<file path="config.mk">
export PLATFORM = sky130hd
export DESIGN_NAME = ladybird_debug_injector
export DESIGN_NICKNAME = d
export VERILOG_FILES = /design/src/rtl/ladybird_debug_injector.sv
export SDC_FILE = /design/constraint.sdc
export NUM_CORES = 1
export LEC_CHECK = 0
export BUFFER_PORTS_ARGS = -buffer_cell sky130_fd_sc_hd__buf_4
export CORE_ASPECT_RATIO = 1.25
export CORE_UTILIZATION = 30
export CTS_CLUSTER_DIAMETER = 100
export DETAILED_ROUTE_END_ITERATION = 8
export SETUP_SLACK_MARGIN = 0.15
export SYNTH_ARGS = -nofsm -noshare
export SYNTH_HDL_FRONTEND = slang
export SYNTH_SLANG_ARGS = --single-unit
</file>
<file path="constraint.sdc">
create_clock -name clk -period 2.5 [get_ports clk]
set_input_delay 0.5 -clock clk [delete_from_list [all_inputs] [get_ports clk]]
set_output_delay 0.5 -clock clk [all_outputs]
set_load 0.01 [all_outputs]
</file>
<file path="src/rtl/ladybird_debug_injector.sv">
// Debug instruction injector: expands abstract register/memory commands into
// short RV32I sequences, feeds them to the core one at a time, returns results.
module ladybird_debug_injector #(
  parameter logic [4:0] SCRATCH0 = 5'd5,
  parameter logic [4:0] SCRATCH1 = 5'd6
) (
  input  logic        clk,
  input  logic        reset,
  input  logic        cmd_valid,
  output logic        cmd_ready,
  input  logic [1:0]  cmd_op,
  input  logic [4:0]  cmd_regno,
  input  logic [31:0] cmd_addr,
  input  logic [31:0] cmd_data,
  output logic        inst_valid,
  input  logic        inst_ready,
  output logic [31:0] inst_data,
  input  logic        inst_done,
  input  logic        inst_fault,
  input  logic [31:0] inst_result,
  output logic        resp_valid,
  output logic [31:0] resp_data,
  output logic        resp_err,
  output logic        busy
);

  typedef enum logic [1:0] {S_IDLE, S_ISSUE, S_WAIT, S_RESP} state_t;
  typedef enum logic [1:0] {OP_RREAD, OP_RWRITE, OP_MREAD, OP_MWRITE} op_t;

  function automatic logic [31:0] f_lui(input logic [4:0] rd, input logic [19:0] imm);
    return {imm, rd, 7'b0110111};
  endfunction

  function automatic logic [31:0] f_addi(input logic [4:0] rd, input logic [4:0] rs1,
                                         input logic [11:0] imm);
    return {imm, rs1, 3'b000, rd, 7'b0010011};
  endfunction

  function automatic logic [31:0] f_lb(input logic [4:0] rd, input logic [4:0] rs1,
                                       input logic [11:0] imm);
    return {imm, rs1, 3'b000, rd, 7'b0000011};
  endfunction

  function automatic logic [31:0] f_sb(input logic [4:0] rs2, input logic [4:0] rs1,
                                       input logic [11:0] imm);
    return {imm[11:5], rs2, rs1, 3'b000, imm[4:0], 7'b0100011};
  endfunction

  // Upper part rounded so that the sign-extended 12-bit low part adds back exactly.
  function automatic logic [19:0] f_hi(input logic [31:0] v);
    logic [31:0] s;
    s = v + 32'h0000_0800;
    return s[31:12];
  endfunction

  state_t      state_q, state_d;
  op_t         op_q, op_d;
  logic [4:0]  regno_q, regno_d;
  logic [31:0] addr_q, addr_d;
  logic [31:0] data_q, data_d;
  logic [1:0]  step_q, step_d;
  logic [31:0] rdata_q, rdata_d;
  logic        err_q, err_d;

  logic [31:0] seq_word;
  logic [1:0]  last_step;
  logic        is_read;

  always_comb begin
    seq_word = 32'h0;
    case (op_q)
      OP_RREAD:  seq_word = f_addi(5'd0, regno_q, 12'h000);
      OP_RWRITE: seq_word = (step_q == 2'd0) ? f_lui(regno_q, f_hi(data_q))
                                             : f_addi(regno_q, regno_q, data_q[11:0]);
      OP_MREAD: begin
        case (step_q)
          2'd0:    seq_word = f_lui(SCRATCH0, f_hi(addr_q));
          2'd1:    seq_word = f_lb(SCRATCH0, SCRATCH0, addr_q[11:0]);
          default: seq_word = f_addi(5'd0, SCRATCH0, 12'h000);
        endcase
      end
      OP_MWRITE: begin
        case (step_q)
          2'd0:    seq_word = f_lui(SCRATCH0, f_hi(addr_q));
          2'd1:    seq_word = f_addi(SCRATCH1, 5'd0, {4'b0000, data_q[7:0]});
          default: seq_word = f_sb(SCRATCH1, SCRATCH0, addr_q[11:0]);
        endcase
      end
      default: seq_word = 32'h0;
    endcase
  end

  assign last_step = (op_q == OP_RREAD) ? 2'd0 : (op_q == OP_RWRITE) ? 2'd1 : 2'd2;
  assign is_read   = (op_q == OP_RREAD) || (op_q == OP_MREAD);

  always_comb begin
    state_d = state_q;
    op_d    = op_q;
    regno_d = regno_q;
    addr_d  = addr_q;
    data_d  = data_q;
    step_d  = step_q;
    rdata_d = rdata_q;
    err_d   = err_q;
    case (state_q)
      S_IDLE: begin
        if (cmd_valid) begin
          op_d    = op_t'(cmd_op);
          regno_d = cmd_regno;
          addr_d  = cmd_addr;
          data_d  = cmd_data;
          step_d  = 2'd0;
          rdata_d = 32'h0;
          err_d   = 1'b0;
          state_d = S_ISSUE;
        end
      end
      S_ISSUE: if (inst_ready) state_d = S_WAIT;
      // A fault aborts the remaining steps; the response still goes out.
      S_WAIT: begin
        if (inst_done) begin
          if (inst_fault) begin
            err_d   = 1'b1;
            state_d = S_RESP;
          end else if (step_q == last_step) begin
            if (is_read) rdata_d = inst_result;
            state_d = S_RESP;
          end else begin
            step_d  = step_q + 2'd1;
            state_d = S_ISSUE;
          end
        end
      end
      S_RESP:  state_d = S_IDLE;
      default: state_d = S_IDLE;
    endcase
  end

  always_ff @(posedge clk) begin
    if (reset) begin
      state_q <= S_IDLE;
      op_q    <= OP_RREAD;
      regno_q <= 5'd0;
      addr_q  <= 32'h0;
      data_q  <= 32'h0;
      step_q  <= 2'd0;
      rdata_q <= 32'h0;
      err_q   <= 1'b0;
    end else begin
      state_q <= state_d;
      op_q    <= op_d;
      regno_q <= regno_d;
      addr_q  <= addr_d;
      data_q  <= data_d;
      step_q  <= step_d;
      rdata_q <= rdata_d;
      err_q   <= err_d;
    end
  end

  assign cmd_ready  = (state_q == S_IDLE);
  assign inst_valid = (state_q == S_ISSUE);
  assign inst_data  = (state_q == S_ISSUE) ? seq_word : 32'h0;
  assign resp_valid = (state_q == S_RESP);
  assign resp_data  = (state_q == S_RESP) ? rdata_q : 32'h0;
  assign resp_err   = (state_q == S_RESP) && err_q;
  assign busy       = (state_q != S_IDLE);

endmodule

</file>
==> run metrics <==
status finished with violations; violated checks negative setup slack; Comb power frac around 20%; critical path cell sequence buf_6 > nand3_4 > or4_4 > or3_1 > a21o_1 > a31oi_2 > buf_4; min Tclk post-route 2840 ps; Crit Path Class flip-flop to output port; Slowest-stage cell, CP or4_4; drt total wl 21,000 um; Worst R2R Path Depth 7; Nets 1,139; via count roughly 6,500; worst path required time approximately 2000 ps; CP Capture Type output port; Detailed Place HPWL around 15,000 um; Core Region approximately 19,000 um^2; Mapped Cells a little over 800; setup tns final -2210 ps; fmax 0.352 GHz; CTS H-tree depth 3; clock latency on the worst-skew pair 360 ps; flop2flop setup slack about 530 ps; area overhead of the layout relative to synthesis 49.3%; Flop pwr share between 40 and 50%; Pins Over Slew Limit 0; port bufs around 180; Psw 1230 uW; sink of the worst hold path data_q[19]; crit-path max FO 3; drt pass-1 iters 8; Detail Route Antenna Nets 0; Post-synth top flop dfxtp_1; Top Ports 178; Final Non-Filler Cells between 1,000 and 1,500; Synth Register Bits 108; FILL cells about 2,000; Clock Sinks between 100 and 150; root buf cell clkbuf_16; reg-to-reg endpoint rdata_q[8]; Clock Pin Slew Worst Setup and Hold Paths about 70 ps; Worst slew margin roughly three fifths; Num CTS Buffers 9; Iter 0 DRT Violations 330; cts hold-fix bufs 0; DRC 0; Async SR Flop Fraction 0%; pwr dens just under 500 nW/um^2; Sw Share between 20 and 30%; DR WL/cell around 17 um; clk buf depth 2; synth warn 0; Final Hold Slack ~380 ps; TritonCTS clock tree yes; library cells used by synthesis 57; Internal 3000 uW; maximum vdd drop 0.000319 V; worst hold path class primary input to flip-flop; r2r startpoint state_q[0]; Setup-failing EPs final 13; CP Launch Type flip-flop; most common cell after layout, fill and taps aside buf_4; hold path start cmd_data[19]; Die X about 130 um; Synth Cell Area a little under 6000 um^2; global placement routability congestion approximately 0.87; Worst-Margin Slew roughly 610 ps; hold depth 3; MaxCap Viol Count 0; FP Rows 56; Starting Density a little under a third; final setup margin -342 ps; layout cells sized above 1 36.7%; grt total ovfl 0; most frequent cells in the layout buf_4, nand2_1, a21oi_1; synthesized area per cell 7.12 um^2; via/cell ratio a little over 5; RSZ-0062 raised after global routing true; Leakage Power between 0.003 and 0.004 uW; Diodes inserted 0; period utilisation layout 114%; full die area ~20,000 um^2; Post-synth EDFFs 0; GRT Total Usage around a fifth; Die Y ~160 um; vias in the first global route between 6,000 and 7,000; initial antenna violation count 0; skew final around 9 ps; Clk pwr share roughly a third; cell count after placement about 1,200; pin count of the biggest net entering global routing 73; register area share after synthesis 36.9%; final hold vios 0; WP data arrival 2340 ps; CP max stage delay 520 ps; first-pass GRT wire length approximately 33,000 um
Yosys cell counts, drive strengths merged, types with 4 or more instances:
cell / instances / area share (%)
nand2: 208 / 13
a21oi: 134 / 12
dfxtp: 108 / 37
clkbuf: 66 / 4.3
nand3: 51 / 4.4
and3: 40 / 4.3
nor2: 22 / 1.4
o21ai: 18 / 1.5
nor3: 15 / 1.3
xnor2: 11 / 1.6
xor2: 11 / 1.6
inv: 10 / 0.64
nand4: 10 / 1.3
a22oi: 9 / 1.2
a211oi: 8 / 1.0
buf: 8 / 0.79
o21a: 6 / 0.77
and2: 5 / 0.53
and4: 5 / 0.75
ha: 5 / 1.1
nor2b: 5 / 0.53
o22ai: 5 / 0.53
or4: 5 / 0.64
a222oi: 4 / 0.68
a31oi: 4 / 0.43
mux2: 4 / 0.77
nand2b: 4 / 0.43
nor3b: 4 / 0.51
final cells by class:
cell class	count	area (um^2)	share of cell area (%)
Inverter	11	43.8	0.501
Timing Repair Buffer	265	2120	24.2
Clock inverter	4	48.8	0.558
Multi-Input combinational cell	630	3790	43.4
Tap cell	232	290	3.32
Clock buffer	12	246	2.82
Sequential cell	108	2200	25.1
how the worst max path moves through the flow:
stage               slack, ps  cells past startpoint            end  startpoint
floorplan                 100                      7  inst_data[31]  data_q[11]
global placement            4                      8  inst_data[31]   step_q[0]
detailed placement        -30                      7  inst_data[31]  addr_q[21]
CTS                      -330                      6  inst_data[29]  addr_q[19]
global route             -410                      6  inst_data[23]  addr_q[21]
finish                   -340                      7  inst_data[26]  addr_q[12]
power by group through the flow:
stage	Combinational (uW)	Sequential, uW	Clock (uW)
4_1_cts	825	1900	1520
3_5_place_dp	786	1940	0
6_report	849	1910	1470
3_3_place_gp	782	1940	0
2_1_floorplan	405	1920	0
5_1_grt	930	1920	1580
critical path, delay by kind of cell (launching register included):
family / cells / cell delay, ps
AND/OR/NAND/NOR: 3 / 940
AO/OA/AOI/OAI: 2 / 400
buffers and inverters: 2 / 270
flip-flops: 1 / 370
timing repair:
item | 4_1_cts | 5_1_grt
pin swaps | 30 | 25
endpoints found under the hold margin | 0 | 0
setup buffers | 11 | 5
setup endpoints to repair | 25 | 22
resized for setup | 78 | 39
metrics by stage:
step	total power, uW	setup WS [ps]	util [%]	instance area (um^2)
floorplan	2320	95.3	-	5900
global placement	2720	3.79	41.4	7840
detailed placement	2730	-26.4	41.4	7840
CTS	4250	-326	45.1	8530
global route	4430	-405	46.2	8740
finish	4230	-342	46.2	8740
per-layer routing:
layer | part of all wire [%] | vias to the layer above | wire length, um | track usage, %
met5 | 0 | - | 0 | 0
met4 | 2.7 | 0 | 567 | 9.13
met3 | 7.6 | 36 | 1590 | 5.44
met2 | 48 | 204 | 10100 | 36.1
met1 | 42 | 3015 | 8730 | 25.2
li1 | - | 3256 | - | -
logic make-up (layout without fill, tap and decap cells):
group                    count (synthesis)  count (layout)  share of synthesized area [%]
XOR/XNOR                                22              22                           3.29
buffers and inverters                   85             292                           5.75
flip-flops                             108             108                           36.9
adder cells (fa/ha/maj)                  5               5                           1.07
AND/OR/NAND/NOR                        387             387                           31.2
multiplexers                             7               7                           1.28
other                                    1               2                         0.0641
AO/OA/AOI/OAI                          207             207                           20.4
flip-flops by register name, summed over array words and instances, names as in the netlist:
signal and cells:
addr_q 32, data_q 32, rdata_q 32, regno_q 5, op_q 2, state_q 2, step_q 2, err_q 1
Power figures use the tool's default switching activity.
